<file path="src/rtl/add_4_pkg.sv">
// Shared types and defaults for the registered ripple-carry adder.
package add_4_pkg;

  localparam int ADD_WIDTH = 4;

  // Full adder result at the default width: carry-out on top of the sum bits.
  typedef struct packed {
    logic                 cout;
    logic [ADD_WIDTH-1:0] sum;
  } add_res_t;

endpackage

</file>
<file path="src/rtl/add_4_full_adder.sv">
// One-bit full adder, purely combinational; chained by add_4 into a ripple adder.
module full_adder (
  input  logic a,
  input  logic b,
  input  logic cin,
  output logic s,
  output logic cout
);

  logic p;

  assign p    = a ^ b;
  assign s    = p ^ cin;
  assign cout = (a & b) | (cin & p);

endmodule

</file>
<file path="src/rtl/add_4.sv">
// Registered ripple-carry adder: {Cout,Sum} = A + B + Cin, one cycle latency, no backpressure.
// Sum/Cout hold when in_valid is low; out_valid marks a freshly captured result.
module add_4
  import add_4_pkg::*;
#(
  parameter int WIDTH = ADD_WIDTH
) (
  input  logic             clk,
  input  logic             rst_n,
  input  logic [WIDTH-1:0] A,
  input  logic [WIDTH-1:0] B,
  input  logic             Cin,
  input  logic             in_valid,
  output logic [WIDTH-1:0] Sum,
  output logic             Cout,
  output logic             out_valid
);

  logic [WIDTH:0]   carry;
  logic [WIDTH-1:0] sum_d, sum_q;
  logic             cout_d, cout_q;
  logic             vld_d, vld_q;

  assign carry[0] = Cin;

  for (genvar i = 0; i < WIDTH; i++) begin : g_ripple
    full_adder u_fa (
      .a   (A[i]),
      .b   (B[i]),
      .cin (carry[i]),
      .s   (sum_d[i]),
      .cout(carry[i+1])
    );
  end

  assign cout_d = carry[WIDTH];
  assign vld_d  = in_valid;

  always_ff @(posedge clk or negedge rst_n) begin
    if (!rst_n) begin
      sum_q  <= '0;
      cout_q <= 1'b0;
      vld_q  <= 1'b0;
    end else begin
      vld_q <= vld_d;
      if (in_valid) begin
        sum_q  <= sum_d;
        cout_q <= cout_d;
      end
    end
  end

  assign Sum       = sum_q;
  assign Cout      = cout_q;
  assign out_valid = vld_q;

endmodule

</file>
<file path="config.mk">
export PLATFORM = sky130hd
export DESIGN_NAME = add_4
export DESIGN_NICKNAME = d
export VERILOG_FILES = /design/src/rtl/add_4_pkg.sv /design/src/rtl/add_4_full_adder.sv /design/src/rtl/add_4.sv
export SDC_FILE = /design/constraint.sdc
export NUM_CORES = 1
export LEC_CHECK = 0
export ABC_AREA = 1
export ABC_CLOCK_PERIOD_IN_PS = 800
export CAP_MARGIN = 20
export CORE_AREA = 2 2 39 41
export CTS_BUF_LIST = sky130_fd_sc_hd__clkbuf_4 sky130_fd_sc_hd__clkbuf_8
export DETAILED_ROUTE_END_ITERATION = 6
export DIE_AREA = 0 0 41 43
export SLEW_MARGIN = 20
export SYNTH_ARGS = -nofsm -noshare
export SYNTH_HDL_FRONTEND = slang
export SYNTH_SLANG_ARGS = --single-unit
export TNS_END_PERCENT = 10
</file>
<file path="constraint.sdc">
create_clock -name clk -period 0.8 [get_ports clk]
set_input_delay 0.12 -clock clk [delete_from_list [all_inputs] [get_ports clk]]
set_output_delay 0.12 -clock clk [all_outputs]
set_load 0.01 [all_outputs]
</file>
Yosys cells after proc, flatten, opt, wreduce, memory -nomap -nowiden
Cells that the tools add are included.
W data, S select, Z words.

operators by class
  bitwise gates (word level) = 20

operators by type and width
  operator       count
  $and A1 B1 Y1  8
  $xor A1 B1 Y1  8
  $or A1 B1 Y1   4

word-level totals
  register bits = 6
  input port bits = 12
  output and inout port bits = 6
  logic and storage cells = 23

Longest topological paths before layout
  word-level depth = 9
  mapped depth = 10
  gate-level depth less buffers = 10

Modules after synthesis
A second synthesis with hierarchy kept.

second synthesis, totals
  cells, all modules = 26
  area total of the unflattened synthesis = 290.3 µm²

modules (own cells, without submodules)
  module      instances  cells each  area each (µm²)  sequential area each (µm²)
  add_4       1          22          210.2            150.1
  full_adder  4          1           20.0             0.0

Worst setup path before layout
Ideal clock, no wire load.

  path kind = input to register
  from = input port A[0]
  to = register sum_q[3] (netlist: Sum[3])
  library setup time = 65 ps
  data arrival time = 1,702 ps
  required time = 735 ps
  path slack = -967 ps
  stages = 10
  path buffers = 0
  path through = inv_1 -> fa_1 -> inv_1 -> fa_1 -> fa_1 -> inv_1 -> fa_1 -> inv_1 -> nand2_1 -> nand2_1

on the way
  word-level cells in the longest chain between the ends = 8
  elaborated cells on any way between the ends = 9
  those cells by class = bitwise: 9

RTL lines
  what                  line                    source
  from (decl)           add_4.sv:10             input logic [WIDTH-1:0] A,
  $xor A1 B1 Y1         add_4_full_adder.sv:12  assign p = a ^ b;
  $and A1 B1 Y1         add_4_full_adder.sv:14  assign cout = (a & b) | (cin & p);
  $or A1 B1 Y1 *        add_4_full_adder.sv:14
  $and A1 B1 Y1 *       add_4_full_adder.sv:14
  $or A1 B1 Y1 *        add_4_full_adder.sv:14
  $and A1 B1 Y1 *       add_4_full_adder.sv:14
  $or A1 B1 Y1 *        add_4_full_adder.sv:14
  $xor A1 B1 Y1 *       add_4_full_adder.sv:13  assign s = p ^ cin;
  to (signal assigned)  add_4.sv:47             sum_q <= sum_d;
  to (decl)             add_4.sv:20             logic [WIDTH-1:0] sum_d, sum_q;

Every way passes the cells marked *; elsewhere a longest branch is shown, timed or not.
A chain may end at the register's enable or synchronous reset.

Worst setup path in the final report
  from = input port Cin
  to = register sum_q[3] (netlist: Sum[3])

on the way
  word-level cells in the longest chain between the ends = 7

RTL lines
  what           line                    source
  from (decl)    add_4.sv:12             input logic Cin,
  $and A1 B1 Y1  add_4_full_adder.sv:14
  $or A1 B1 Y1   add_4_full_adder.sv:14
  $and A1 B1 Y1  add_4_full_adder.sv:14
  $or A1 B1 Y1   add_4_full_adder.sv:14
  $and A1 B1 Y1  add_4_full_adder.sv:14
  $or A1 B1 Y1   add_4_full_adder.sv:14
  $xor A1 B1 Y1  add_4_full_adder.sv:13

No other way between the ends.

==> results.txt <==
- Result of the run: finished with violations
* Violations in the final reports: negative setup slack
- Die H: 43 um
* Maximum buffer depth of the clock tree: 2
- Data on the critical path is required at its endpoint by approximately 980 ps.
- The first global-routing pass estimated 1160 um of wire.
- Top-Level Pins: 18
- WS Path Type: in -> reg
- The commonest cells after synthesis are 15 x sky130_fd_sc_hd__nand2_1, 10 x sky130_fd_sc_hd__inv_1, 6 x sky130_fd_sc_hd__dfrtp_1.
- Critical path fanouts, max: 1
* Initial antenna violation count: 0
* Largest delay share family, worst path: adder cells
- For this block, the routed nets add up to between 600 and 700 um of wire.
- Detailed routing placed a total of slightly above 300 um of wire on met2.
- The detailed router used layers up to and including met3.
- The share of the Yosys chip area taken by registers is approximately 46%.
- Dominant cell type by count on the critical path: sky130_fd_sc_hd__fa_2
- Slew at the pin closest to its max-slew limit: roughly 280 ps
- After filler insertion, the fill cell instance count of the layout stands at roughly 160.
- First-pass detailed-route iteration total: 3
- After detailed routing, the number of vias per cell comes to roughly 3.5.
- For the worst-skew pair, the clock arrives at the later sink with an insertion delay of around 240 ps.
* RSZ-0062 raised after global routing: yes
- The worst path uses 198% of the clock period.
- The detailed router put a total of 241 um of wire on met1.
- In the final timing run, aggregate negative setup slack is -2400 ps.
- Maximum ir drop on the vdd rail: between 0.9 and 1 mV
* HPWL after detailed placement: about 520 um
- Overflow left after global routing: 0
* Type of element capturing the critical path: register
- Hold repair after CTS inserted 0 buffers.
- Clock-pin slew on the worst setup and hold paths: about 40 ps
- For this run, the top clock speed supported by timing is 0.630 GHz.
- Power spread over the standard cell area amounts to 1650 nW/um^2.
* Initial DRC count: 5
- # nets final: between 70 and 80
- Counting distinct cell types in the post-synthesis netlist gives 5.
- Traced cell by cell, the critical path runs through buf_6 -> inv_4 -> fa_2 -> inv_2 -> fa_2 -> fa_2 -> inv_2 -> fa_1 -> inv_1 -> nand2_1 -> nand2_1.
- Among all stages on the critical path, the largest delay is contributed by sky130_fd_sc_hd__fa_1.
- The core region is roughly 1400 um^2.
* Pins over their slew limit: 0
- Via count of the first global-routing pass: ~290
- Ys Warns: 0
- Counting flops with an async set or reset pin after synthesis yields a share of 100%.
- Core occupancy in the finished layout: approximately two fifths
- Class of the most critical hold timing path: in -> async
* Most frequent cell after synthesis: sky130_fd_sc_hd__nand2_1
- Synthesis produced a netlist with a net count of between 50 and 60.
- H-tree Lvls: 1
* Clock skew: 0 ps
- ANT cells: 0
- Worst setup slack after placement: -1460 ps
* Clock Tree Root: sky130_fd_sc_hd__clkbuf_4
* Gate count after technology mapping: 36
- Summing all flip-flop and latch instances after layout gives around 150 um^2.
- Hold WS: ~120 ps
- Number of buffers created by CTS: 3
* Yosys reg bits: 6
- Post-synthesis to final-layout area growth: 75.2%
* Max-cap violations: 0
- Number of vias in the routed layout: roughly 270
- Global routing used between 10 and 15% of the available tracks across all layers.
- Horizontal die dimension: about 40 um
- Pin count of the biggest net entering global routing: 7
- Clock tree synthesis found a total of 6 sinks.
- After synthesis the cells add up to 328 um^2.
* Total length of routed met3 wires: ~65 um
- Fraction of final layout cells with drive strength greater than 1: 42.6%
- Fraction of synthesized cell area taken by the top area cell type: 45.8%
* Die area: approximately 1800 um^2
* Data arrival time of the worst path: between 1500 and 2000 ps
* Detailed-route wire length per cell: 7.96 um
- Most common flop cell mapped by yosys: sky130_fd_sc_hd__dfrtp_1
- The smallest clock period supported by the final layout is computed as between 1500 and 2000 ps.
- DRC viols: 0
- TritonCTS built the clock tree.
* Total setup violations reported at the end of the flow: 10
- The critical path contains buffers and inverters numbering 5 combined.
- The congestion estimate from routability-driven global placement came to slightly above 0.7.
* Critical path startpoint category: input pin
* Synthesized area per cell: roughly 9.1 um^2
- After synthesis, the cell types taking the most area are sky130_fd_sc_hd__dfrtp_1 46%, sky130_fd_sc_hd__fa_1 24%, sky130_fd_sc_hd__nand2_1 17%.
- Summed over all instances, the cell type with the most area after synthesis is sky130_fd_sc_hd__dfrtp_1.
- In this run the tightest slew margin relative to its limit is just over 80%.
- Summing all multi-input logic gate instances after layout gives between 100 and 150 um^2.
- Once the floorplan was initialized, standard cells occupied 23.7% of the core.
- The total count of hold-check failures in the final report came to 0.
- Static leakage power: approximately 0.31 nW
* Remaining antenna violation count: 0
- Biggest cell delay along the critical path: approximately 400 ps
- Yosys mapped a number of flops with a built-in enable equal to 0.
- Row count: 14
- Worst Setup Slack, final: -787 ps
- During placement, the flow inserted port buffers numbering 17.
-- registers in the layout, summed over array words and instances, names as in the netlist --
| register | cells |
|---|---|
| Cout | 1 |
| Sum | 4 |
| out_valid | 1 |
-- layout make-up --
class / instances / share of cell area [%]
clock buffer: 3 / 3.92
tap: 16 / 3.49
sequential: 6 / 26.1
timing repair buffer: 22 / 33.3
inverter: 11 / 8.06
multi-input combinational: 19 / 25.1
-- placed cells by master (no fill, tap or decap), drive strengths merged --
cell,synthesis,routed
fa,4,4
inv,11,11
clkdlybuf4s50,0,6
dlygate4sd2,0,2
nand2,15,15
buf,0,14
dfrtp,6,6
clkbuf,0,3
-- where the power goes --
group | switching, W | internal [W]
registers | 0.0000221 | 0.000348
clock network | 0.000106 | 0.000169
logic | 0.000126 | 0.000178
-- final timing paths --
kind	from	end	slack (ps)	depth (start not counted)
setup / recovery	Cin	Sum[3]	-790	11
hold reg to reg	Cout	Cout	460	2
min in group clk	B[0]	Sum[0]	360	6
setup reg to reg	Sum[3]	Sum[3]	90	3
hold / removal	rst_n	Sum[1]	120	1
max in group asynchronous	rst_n	Cout	460	1
-- routing by layer --
layer,up-vias,track usage [%]
met5,-,0
met4,0,4.00
met3,0,7.85
met2,13,13.8
met1,111,12.0
li1,148,-
-- stage by stage --
stage          area, um^2  instances  total power [W]
3_5_place_dp          561         74         0.000698
4_1_cts               556         77         0.000954
2_1_floorplan         333         36         0.000480
6_report              574         77         0.000950
3_3_place_gp          561         74         0.000690
5_1_grt               574         77          0.00103
-- logic make-up after synthesis --
| logic type | synth area share, % |
|---|---|
| and+or+nand+nor | 17.2 |
| buffers and inverters | 12.6 |
| DFF | 45.8 |
| adders and majority gates | 24.4 |
-- timing repair --
action | 4_1_cts | 5_1_grt
setup buffers | 0 | 0
resized for setup | 45 | 3
endpoints found under the setup margin | 11 | 10
pin swaps | 9 | 6
Note: power is estimated with default switching activity, not from simulation.
